--- config.mk ---
export PLATFORM = sky130hd
export DESIGN_NAME = keypad_multitap_encoder
export DESIGN_NICKNAME = d
export VERILOG_FILES = /design/src/rtl/keypad_multitap_encoder.sv
export SDC_FILE = /design/constraint.sdc
export NUM_CORES = 1
export LEC_CHECK = 0
export CAP_MARGIN = 15
export CORE_MARGIN = 5
export CORE_UTILIZATION = 42
export CTS_CLUSTER_SIZE = 10
export DETAILED_ROUTE_END_ITERATION = 6
export GPL_TIMING_DRIVEN = 0
export MAX_ROUTING_LAYER = met4
export PLACE_DENSITY_LB_ADDON = 0.25
export SKIP_LAST_GASP = 1
export SYNTH_ARGS = -nofsm -noshare
export SYNTH_HDL_FRONTEND = slang
export SYNTH_SLANG_ARGS = --single-unit
--- constraint.sdc ---
create_clock -name clk -period 3.6 [get_ports clk]
set_input_delay 0.72 -clock clk [delete_from_list [all_inputs] [get_ports clk]]
set_output_delay 0.72 -clock clk [all_outputs]
set_load 0.1 [all_outputs]
--- src/rtl/keypad_multitap_encoder.sv ---
// 4x4 matrix keypad scanner with row synchronisation, press/release debounce and
// multi-tap letter entry producing submit-letter / submit-word strobes.
module keypad_multitap_encoder #(
    parameter int unsigned SCAN_CYCLES     = 4,
    parameter int unsigned DEBOUNCE_CYCLES = 20
) (
    input  logic       clk,
    input  logic       rst,
    input  logic [3:0] row,
    output logic [3:0] col,
    output logic [7:0] pending_char,
    output logic [7:0] letter,
    output logic       letter_valid,
    output logic       word_valid
);

    localparam int unsigned DW = $clog2(SCAN_CYCLES + 1);
    localparam int unsigned CW = $clog2(DEBOUNCE_CYCLES + 1);
    localparam logic [7:0]  CHAR_NONE = 8'h20;
    localparam logic [3:0]  KEY_LAST_LETTER = 4'd8;
    localparam logic [3:0]  KEY_SUBMIT = 4'd12;
    localparam logic [3:0]  KEY_CLEAR  = 4'd13;
    localparam logic [3:0]  KEY_WORD   = 4'd14;

    typedef enum logic [1:0] {
        ST_SCAN,
        ST_DB_PRESS,
        ST_HELD,
        ST_DB_RELEASE
    } state_t;

    state_t        state_q;
    logic [3:0]    row_m_q;
    logic [3:0]    row_s_q;
    logic [3:0]    cap_q;
    logic [3:0]    col_q;
    logic [DW-1:0] dwell_q;
    logic [CW-1:0] cnt_q;
    logic          pending_q;
    logic [3:0]    pkey_q;
    logic [1:0]    tap_q;
    logic [7:0]    pchar_q;
    logic [7:0]    letter_q;
    logic          letter_valid_q;
    logic          word_valid_q;

    logic          row_onehot;
    logic [3:0]    key_idx;
    logic          is_letter;
    logic [1:0]    grp_last;
    logic [1:0]    tap_d;
    logic [7:0]    char_d;

    function automatic logic [1:0] enc4(input logic [3:0] v);
        case (v)
            4'b0010: enc4 = 2'd1;
            4'b0100: enc4 = 2'd2;
            4'b1000: enc4 = 2'd3;
            default: enc4 = 2'd0;
        endcase
    endfunction

    // Key decode and next multi-tap selection from the captured row and frozen column.
    always_comb begin
        row_onehot = (row_s_q != 4'd0) && ((row_s_q & (row_s_q - 4'd1)) == 4'd0);
        key_idx    = {enc4(cap_q), enc4(col_q)};
        is_letter  = (key_idx <= KEY_LAST_LETTER);
        grp_last   = (key_idx == KEY_LAST_LETTER) ? 2'd1 : 2'd2;
        tap_d      = 2'd0;
        if (pending_q && (pkey_q == key_idx)) begin
            tap_d = (tap_q >= grp_last) ? 2'd0 : tap_q + 2'd1;
        end
        char_d = 8'd65 + (8'(key_idx) * 8'd3) + 8'(tap_d);
    end

    always_ff @(posedge clk) begin
        if (rst) begin
            state_q        <= ST_SCAN;
            row_m_q        <= 4'd0;
            row_s_q        <= 4'd0;
            cap_q          <= 4'd0;
            col_q          <= 4'b0001;
            dwell_q        <= '0;
            cnt_q          <= '0;
            pending_q      <= 1'b0;
            pkey_q         <= 4'd0;
            tap_q          <= 2'd0;
            pchar_q        <= CHAR_NONE;
            letter_q       <= 8'h00;
            letter_valid_q <= 1'b0;
            word_valid_q   <= 1'b0;
        end else begin
            row_m_q        <= row;
            row_s_q        <= row_m_q;
            letter_valid_q <= 1'b0;
            word_valid_q   <= 1'b0;
            case (state_q)
                ST_SCAN: begin
                    if (dwell_q == DW'(SCAN_CYCLES - 1)) begin
                        dwell_q <= '0;
                        if (row_onehot) begin
                            state_q <= ST_DB_PRESS;
                            cap_q   <= row_s_q;
                            cnt_q   <= '0;
                        end else begin
                            col_q <= {col_q[2:0], col_q[3]};
                        end
                    end else begin
                        dwell_q <= dwell_q + DW'(1);
                    end
                end
                ST_DB_PRESS: begin
                    if (row_s_q != cap_q) begin
                        state_q <= ST_SCAN;
                    end else if (cnt_q == CW'(DEBOUNCE_CYCLES - 1)) begin
                        // Accepted press: act once, holding never repeats.
                        state_q <= ST_HELD;
                        if (is_letter) begin
                            pkey_q    <= key_idx;
                            tap_q     <= tap_d;
                            pending_q <= 1'b1;
                            pchar_q   <= char_d;
                        end else if (key_idx == KEY_SUBMIT) begin
                            if (pending_q) begin
                                letter_q       <= pchar_q;
                                letter_valid_q <= 1'b1;
                                pending_q      <= 1'b0;
                                pchar_q        <= CHAR_NONE;
                            end
                        end else if (key_idx == KEY_CLEAR) begin
                            pending_q <= 1'b0;
                            pchar_q   <= CHAR_NONE;
                        end else if (key_idx == KEY_WORD) begin
                            word_valid_q <= 1'b1;
                        end
                    end else begin
                        cnt_q <= cnt_q + CW'(1);
                    end
                end
                ST_HELD: begin
                    if (row_s_q == 4'd0) begin
                        state_q <= ST_DB_RELEASE;
                        cnt_q   <= '0;
                    end
                end
                ST_DB_RELEASE: begin
                    if (row_s_q != 4'd0) begin
                        state_q <= ST_HELD;
                    end else if (cnt_q == CW'(DEBOUNCE_CYCLES - 1)) begin
                        state_q <= ST_SCAN;
                        dwell_q <= '0;
                        col_q   <= {col_q[2:0], col_q[3]};
                    end else begin
                        cnt_q <= cnt_q + CW'(1);
                    end
                end
                default: state_q <= ST_SCAN;
            endcase
        end
    end

    assign col          = col_q;
    assign pending_char = pchar_q;
    assign letter       = letter_q;
    assign letter_valid = letter_valid_q;
    assign word_valid   = word_valid_q;

endmodule

==> flow_summary.ini <==
[status]
status = complete, no violations

[worst_setup_path]
slowest_stage = dfxtp_2
cp_max_fo = 7
crit_family = buffers and inverters
crit_required_ns = 3.78
arrival_ns = 3.64
worst_r2r_path_depth = 24
r2r-end = pending_char[5]$_SDFFE_PP1P_
path_cells = xnor2_1 -> nor3_2 -> inv_1 -> buf_4 -> buf_4 -> buf_4 -> buf_4 -> buf_4 -> buf_4 -> buf_4 -> buf_4 -> buf_4 -> buf_4 -> buf_4 -> buf_4 -> buf_4 -> buf_4 -> buf_4 -> buf_4 -> ha_2 -> nand2_1 -> o21ai_1 -> nor4_2 -> a21oi_1
critPathKind = reg2reg
regToRegSetupSlack_ns = 0.15
path_common_cell = buf_4
end_kind = flop
max_stage_delay_ns = 0.41
reg2reg_from = cap_q[1]$_SDFFE_PP0P_
start_kind = flop
crit_buf_inv = 17

[synthesis]
ys_warn_count = 0
yosys.area_share.adder_pct = 9.169
synth_top_cell_by_area = dfxtp_1
synthCells = 286
ys_types = 57
synth-simple-area-share_pct = 21.82
synth-edff-count = 0
yosys.area_share.xor_xnor_pct = 4.680
synth_area_per_cell_um2 = 9.161
synth_top_family_by_area = simple AND/OR/NAND/NOR gates
netlist_area_um2 = 2620
ys_seq_area_share_pct = 37.44
synth_top_area_share_pct = 37.44
synthMuxAreaShare_pct = 7.689
synth_area_leaders = dfxtp_1 37%, ha_1 7.6%, mux2i_1 7.3%
ys_async_sr_fraction_pct = 0
synth_seq_cells = 49
yosys_most_used_dff = dfxtp_1
synth_compound_area_share_pct = 13.61

[placement]
io_buffer_count = 25
place.detailed.instances = 387
hpwl_um = 3913
gp_congestion = 0.8700

[power_and_ir_drop]
clock_power_share_pct = 32.3
ir_drop_v = 0.0001590
p_sw_share_pct = 26.12
p_leak_nw = 1.301
power_frac_seq_pct = 57.0
p_comb_share_pct = 10.7
power.total_mw = 0.9779
powerDensity_nw_per_um2 = 287.1
intPower_mw = 0.7225
switching_power_mw = 0.2555

[sta]
max_freq_mhz = 289.7
setup_viol = 0
period_share_pct = 95.88
min_period_ns = 3.452
final_hold_viol_count = 0
slew_viol_final = 0
worst_pin_slew_ns = 0.9917
rsz0062_at_grt = yes
setup_tns_ns = 0
fin_skew_ns = 0.007488
timing.slew.headroom_pct = 33.68

[cts]
cts_root_buffer = clkbuf_8
cts.sinks = 49
clk_latency_ns = 0.30
cts_tree = built
htree_num_levels = 2
numCtsBuffers = 5
path_clk_slew_ns = 0.09
hold_buffers = 0
cts_buffer_depth = 2

[route]
vias = 2172
totalWireLength_um = 5769
drtAntennaViolNets = 0
drc_errors = 0
drt_first_pass_iters = 4
detail_route.iter0.violations = 103
wl_per_cell_um = 13.80
vias_per_cell = 5.196

[run]
drv_cap = 0

[layout]
fin_cells = 418
antenna_cells = 0
final_net_count = 366
layout-drive-gt1-share_pct = 23.62
syn_to_final_growth_pct = 29.99

[grt]
grt_overflow = 0
met2_usage_pct = 26.65
met3_usage_pct = 2.028
grt_use_total_pct = 15.30
grtUsageMet1_pct = 18.18
antenna_found_initial = 0
grt.busiest_layer = met2
grt_max_degree = 16
grt_first_pass_wirelength_um = 9246
first_global_vias = 2015

[floorplanning]
start_util_pct = 43.73
die_area_um2 = 7917
die_y_um = 88.98
ios = 28
placementRows = 28
fp.coreArea_um2 = 5991
chipWidth_um = 88.98

[min_path]
holdCritPathClass = reg2reg
min_to = row_s_q[0]$_SDFF_PP0_
hp-start = row_m_q[0]$_SDFF_PP0_
hold-path-cell-count = 1
## power groups by stage
stage | combinational, mW | sequential (mW) | clock (mW)
final | 0.105 | 0.557 | 0.316
after floorplan | 0.0667 | 0.581 | 0
after detailed placement | 0.100 | 0.571 | 0
after global placement | 0.0990 | 0.570 | 0
after global routing | 0.115 | 0.559 | 0.353
after CTS | 0.103 | 0.558 | 0.332
## layer usage
layer | up-vias | part of all wire [%]
met5 | - | 0
met3 | 14 | 3.4
li1 | 1107 | -
met1 | 1014 | 44
met2 | 37 | 51
met4 | 0 | 1.6
## cells in the mapped netlist, types with 2 or more instances
cell type	count
dfxtp_1	49
nor2_1	33
inv_1	13
clkbuf_1	6
a311oi_1	2
buf_2	6
mux2i_1	19
nor4b_1	2
a21oi_1	14
o21ai_0	6
a21o_1	2
nor2b_1	10
nor4_1	6
a32o_1	2
fa_1	2
buf_4	4
a31o_1	2
xnor2_1	9
nor3_1	9
xor2_1	5
nand2b_1	2
and2_1	2
ha_1	16
nand2_1	24
nand3_1	7
a22oi_1	3
## logic make-up (layout without fill, tap and decap cells)
family          after synthesis  count (layout)
compound gates               47              47
xor+xnor                     14              14
fa+ha+maj                    18              18
buf+inv                      30              86
flops                        49              49
mux                          20              20
other cells                   1               2
simple gates                107             107
## worst max-delay path by stage
stage / start / to / slack [ns] / cells past startpoint
3_5_place_dp: cap_q[3]$_SDFFE_PP0P_ / pending_char[5]$_SDFFE_PP1P_ / -0.46 / 19
4_1_cts: cap_q[1]$_SDFFE_PP0P_ / pending_char[5]$_SDFFE_PP1P_ / 0.01 / 19
3_3_place_gp: cap_q[3]$_SDFFE_PP0P_ / pending_char[5]$_SDFFE_PP1P_ / -0.45 / 19
2_1_floorplan: col[1]$_SDFFE_PP0P_ / pending_char[5]$_SDFFE_PP1P_ / 0.01 / 18
6_report: cap_q[1]$_SDFFE_PP0P_ / pending_char[5]$_SDFFE_PP1P_ / 0.15 / 24
5_1_grt: cap_q[3]$_SDFFE_PP0P_ / pending_char[5]$_SDFFE_PP1P_ / -0.02 / 24
## cell type report
| type | count | area, um2 |
|---|---|---|
| buffer | 14 | 78.83 |
| clock inverter | 3 | 16.27 |
| clock buffer | 5 | 68.82 |
| inverter | 13 | 51.30 |
| timing repair buffer | 51 | 442.9 |
| sequential | 49 | 1002 |
| fill | 535 | 2585 |
| tap | 75 | 93.84 |
| multi-input combinational | 208 | 1652 |
## cells in the final DEF, fill, tap and decap left out, types with 6 or more instances in the layout
master           synthesis  final
dfxtp_1                 49     42
nor2_1                  33     32
buf_4                    4     29
clkdlybuf4s50_1          0     25
nand2_1                 24     22
mux2i_1                 19     19
a21oi_1                 14     12
nor2b_1                 10     10
ha_1                    16     10
inv_1                   13      9
xnor2_1                  9      7
nand3_1                  7      7
nor3_1                   9      6
clkbuf_1                 6      6
## sequential cells by signal (all words and copies together), names as in the netlist, 4 cells and up
signal and flops:
row_s_q 4, cap_q 4, letter 7, col 4, cnt_q 5, pending_char 7
pkey_q 4, row_m_q 4
## what timing repair did
item,CTS,global route
endpoints found under the hold margin,0,0
pin swaps,8,15
setup buffers,19,7
endpoints found under the setup margin,5,3
resized for setup,10,16
cloned,0,0
## through the flow
step	setup WS, ns	hold slack (ns)	util, %	cell area [um2]
6_report	0.1484	0.4441	56.85	3406
5_1_grt	-0.02095	0.4663	56.85	3406
4_1_cts	0.01101	0.4496	54.85	3286
3_5_place_dp	-0.4573	0.4278	50.73	3039
3_3_place_gp	-0.4504	0.4164	50.73	3039
2_1_floorplan	0.01257	0.4138	-	2695
Note: power is estimated with default switching activity, not from simulation.
